==> src/rtl/pwm_capture_pkg.sv <==
// pwm_capture_pkg: shared PWM defaults and capture FSM state encoding.
package pwm_capture_pkg;
    localparam int WIDTH_DEF = 12;
    localparam int SYNC_STAGES_DEF = 2;
    typedef enum logic [1:0] {
        IDLE  = 2'd0,
        MEAS  = 2'd1,
        STUCK = 2'd2
    } state_e;
endpackage

==> src/rtl/pwm_edge_sync.sv <==
// pwm_edge_sync: synchronizer chain plus previous-sample flop, yields s and its rising edge.
module pwm_edge_sync
    import pwm_capture_pkg::*;
#(
    parameter int STAGES = SYNC_STAGES_DEF
) (
    input  logic clk,
    input  logic rst,
    input  logic pwm_i,
    output logic s_o,
    output logic rise_o
);
    logic [STAGES-1:0] sync_q;
    logic              prev_q;
    always_ff @(posedge clk) begin
        if (rst) begin
            sync_q <= '0;
            prev_q <= 1'b0;
        end else begin
            sync_q <= {sync_q[STAGES-2:0], pwm_i};
            prev_q <= sync_q[STAGES-1];
        end
    end
    assign s_o    = sync_q[STAGES-1];
    assign rise_o = sync_q[STAGES-1] & ~prev_q;
endmodule

==> src/rtl/pwm_capture.sv <==
// pwm_capture: measures period and high time of a PWM input in clk cycles, flags a stuck input.
module pwm_capture
    import pwm_capture_pkg::*;
#(
    parameter int WIDTH       = WIDTH_DEF,
    parameter int SYNC_STAGES = SYNC_STAGES_DEF
) (
    input  logic             clk,
    input  logic             rst,
    input  logic             pwm_in,
    output logic [WIDTH-1:0] high_count,
    output logic [WIDTH-1:0] period_count,
    output logic             valid,
    output logic             stuck
);
    localparam logic [WIDTH-1:0] MAX = '1;
    localparam logic [WIDTH-1:0] ONE = {{(WIDTH-1){1'b0}}, 1'b1};
    logic             s;
    logic             rise;
    state_e           state_q;
    logic [WIDTH-1:0] per_q, per_d, hi_q, hi_d, high_q, period_q;
    logic             valid_q, stuck_q;
    pwm_edge_sync #(.STAGES(SYNC_STAGES)) u_sync (
        .clk   (clk),
        .rst   (rst),
        .pwm_i (pwm_in),
        .s_o   (s),
        .rise_o(rise)
    );
    always_comb begin
        per_d = (per_q == MAX) ? MAX : per_q + ONE;
        hi_d  = (s && hi_q != MAX) ? hi_q + ONE : hi_q;
    end
    // A rise always restarts the counters; only a rise seen in MEAS closes a period.
    always_ff @(posedge clk) begin
        if (rst) begin
            state_q  <= IDLE;
            per_q    <= '0;
            hi_q     <= '0;
            high_q   <= '0;
            period_q <= '0;
            valid_q  <= 1'b0;
            stuck_q  <= 1'b0;
        end else begin
            valid_q <= 1'b0;
            if (rise) begin
                per_q   <= ONE;
                hi_q    <= ONE;
                stuck_q <= 1'b0;
                state_q <= MEAS;
                if (state_q == MEAS) begin
                    high_q   <= hi_q;
                    period_q <= per_q;
                    valid_q  <= 1'b1;
                end
            end else if (state_q == MEAS) begin
                if (per_q == MAX) begin
                    state_q  <= STUCK;
                    period_q <= MAX;
                    high_q   <= s ? MAX : '0;
                    valid_q  <= 1'b1;
                    stuck_q  <= 1'b1;
                end else begin
                    per_q <= per_d;
                    hi_q  <= hi_d;
                end
            end
        end
    end
    assign high_count   = high_q;
    assign period_count = period_q;
    assign valid        = valid_q;
    assign stuck        = stuck_q;
endmodule

==> config.mk <==
export PLATFORM = sky130hd
export DESIGN_NAME = pwm_capture
export DESIGN_NICKNAME = d
export VERILOG_FILES = /design/src/rtl/pwm_capture_pkg.sv /design/src/rtl/pwm_edge_sync.sv /design/src/rtl/pwm_capture.sv
export SDC_FILE = /design/constraint.sdc
export NUM_CORES = 1
export LEC_CHECK = 0
export ABC_AREA = 1
export CELL_PAD_IN_SITES_DETAIL_PLACEMENT = 1
export CELL_PAD_IN_SITES_GLOBAL_PLACEMENT = 1
export CORE_MARGIN = 4
export CORE_UTILIZATION = 43
export CTS_CLUSTER_DIAMETER = 80
export CTS_CLUSTER_SIZE = 14
export DETAILED_ROUTE_END_ITERATION = 10
export PLACE_DENSITY_LB_ADDON = 0.1
export SLEW_MARGIN = 10
export SYNTH_ARGS = -nofsm -noshare
export SYNTH_HDL_FRONTEND = slang
export SYNTH_HIERARCHICAL = 1
export SYNTH_SLANG_ARGS = --single-unit
==> constraint.sdc <==
create_clock -name clk -period 2.7 [get_ports clk]
set_input_delay 0.54 -clock clk [delete_from_list [all_inputs] [get_ports clk]]
set_output_delay 0.54 -clock clk [all_outputs]
set_load 0.03 [all_outputs]
==> impl_metrics.tcl <==
set metrics [dict create \
    status "completed" \
    cts_made_buffers 5 \
    wirelength_um 6420 \
    cts_root_buf "clkbuf_8" \
    dpl.hpwl_um 4730 \
    regArea_mm2 0.00108 \
    antenna_found_initial 0 \
    core-area_mm2 0.00557 \
    finalCritPeriodShare_pct 78.7 \
    die_area_mm2 0.00709 \
    synth.area.top_cells "dfxtp_1, nand2_1, nor2_1" \
    ys_ff_latch 54 \
    crit_fanout 25 \
    drcViolationCount 0 \
    synthFlopType "dfxtp_1" \
    rows 27 \
    cp.arrival_ns 2.33 \
    cts-htree-levels 2 \
    cts_hold_buf 0 \
    yosysTopAreaCell "dfxtp_1" \
    grt_overflow 0 \
    first_global_vias 2370 \
    start_kind "flop" \
    routedWlPerCell_um 14.0 \
    drt_first_pass_iters 4 \
    worst_slew_pin_slew_ns 0.407 \
    clock_path_buffers 2 \
    setup_tns_ns 0 \
    drtIter0Drc 84 \
    grt_max_degree 26 \
    initial_utilization_pct 44.8 \
    finalHoldViolCount 0 \
    p_leak_nw 1.27 \
    gp_congestion 0.765 \
    cts_sinks 54 \
    maxCapViolCount 0 \
    cts_tree "done" \
    setup_viol_count_final 0 \
    clk_pin_slew_worst_paths_ns 0.09 \
    hold_class "reg2reg" \
    grt_pass1_wl_um 11300 \
    rsz0062_at_grt "false" \
    async_flop_share_pct 0 \
    num_vias 2230 \
    fin_area_mm2 0.00291 \
    ant_nets 0 \
    antenna_cells 0 \
    clk_latency_ns 0.30 \
    max_freq_ghz 0.471 \
    timing.final.crit_period_ns 2.12 \
    synth_cell_type_count 25 \
    synth_edf_count 0 \
    ys_top_cells_by_count "nand2_1, nor2_1, dfxtp_1" \
    ys.warnings.count 6 \
    post_dp_cell_area_mm2 0.00281 \
    synth_cells 358 \
    postCtsSetupBuffers 0 \
    synth_nets 363 \
    worstSetupPathType "reg2reg" \
    syn_to_final_growth_pct 16.5 \
    finClkSkew_ns 0.00801 \
    drive_gt1_share_pct 8.05 \
    synthesis.area_mm2 0.00250 \
    vdd_drop_max_uv 247 \
    crit_required_ns 2.90 \
    critPathCaptureType "flop" \
    power_density_mw_per_mm2 484 \
    ctsResizeCount 0 \
    avgSynthCellArea_um2 6.98 \
    yosysTopAreaCellShare_pct 43.3 \
    holdWs_ns 0.413 \
    ys_seq_area_share_pct 43.3 \
    grt_use_total_pct 19.4 \
    fp.dieW_um 84.2 \
    synth.most_common_cell "nand2_1" \
    avgViaCountPerCell 4.88 \
    port_buffers 28 \
    slew-limit-headroom_pct 72.8 \
    multiInputGateArea_mm2 0.00114 \
    post-route-util_pct 52.2 \
    finalNetCount 389 \
    chipHeight_um 84.2 \
    fillers 750 \
    slew_violations 0 \
    ios 29 \
    ff2ff_setup_slack_ns 0.58 \
]
worst max-delay path, cell delays in order, from the launching register on:
cell     delay (ns)
dfxtp_1        0.38
inv_1          0.07
nor2_1         0.29
inv_1          0.26
nor2_1         0.15
buf_4          0.18
inv_1          0.10
nand2_4        0.21
inv_2          0.17
nor2_1         0.14
nor2_1         0.06
cell usage in the layout (no fill, tap or decap), types with 2 or more instances in the layout:
master / instances
nand2_1: 73
nor2_1: 59
dfxtp_1: 54
inv_1: 48
o21ai_0: 37
clkdlybuf4s50_1: 28
a21oi_1: 26
nor3_1: 10
nand3_1: 9
clkbuf_8: 7
nor2_2: 6
nand3_2: 4
xor2_1: 3
inv_2: 3
nand4_1: 3
buf_4: 3
nand2_4: 2
ha_1: 2
layer usage:
metal	up-vias	wire, um	track usage, %
met3	8	180	4.02
met4	0	60	3.95
li1	1174	-	-
met1	1014	3460	29.1
met2	34	2720	28.8
met5	-	0	0
cells by family after synthesis:
kind of cell / count (synthesis) / share of synthesized area, %
xor+xnor: 3 / 1.05
fa+ha+maj: 2 / 1.00
compound gates: 64 / 12.8
flops: 54 / 43.3
simple gates: 172 / 30.8
buf+inv: 63 / 11.1
final cells by class:
cell class	count	area share (%)
Clock inverter	1	0.301
Sequential cell	54	37.1
Tap cell	72	3.10
Clock buffer	7	3.31
Inverter	51	6.58
Timing Repair Buffer	31	10.4
Multi-Input combinational cell	241	39.2
final timing paths:
check                         startpoint                          end  cells after the start
min          u_sync/sync_q[0]$_SDFF_PP0_  u_sync/sync_q[1]$_SDFF_PP0_                      2
max          u_sync/sync_q[1]$_SDFF_PP0_   high_count[1]$_SDFFE_PP0P_                     10
max reg2reg  u_sync/sync_q[1]$_SDFF_PP0_   high_count[1]$_SDFFE_PP0P_                     10
min reg2reg  u_sync/sync_q[0]$_SDFF_PP0_  u_sync/sync_q[1]$_SDFF_PP0_                      2
metrics by stage:
stage          instances  worst slack [ns]  power (mW)
3_3_place_gp         449             0.596       0.919
3_5_place_dp         449             0.574       0.921
2_1_floorplan        358              1.17       0.893
4_1_cts              457             0.550        1.43
6_report             457             0.576        1.41
5_1_grt              457             0.284        1.47
sequential cells by signal (all words and copies together) (netlist names):
register       flops
valid              1
period_count      12
state_q            1
hi_q              12
u_sync/sync_q      2
stuck              1
high_count        12
per_q             12
u_sync/prev_q      1
power by group:
part / total, mW / switching (mW) / internal [mW]
combinational: 0.0880 / 0.0596 / 0.0284
sequential: 0.814 / 0.00747 / 0.807
clock: 0.506 / 0.270 / 0.236
total: 1.41 / 0.337 / 1.07
No activity file was read; power rests on OpenSTA's default activity.
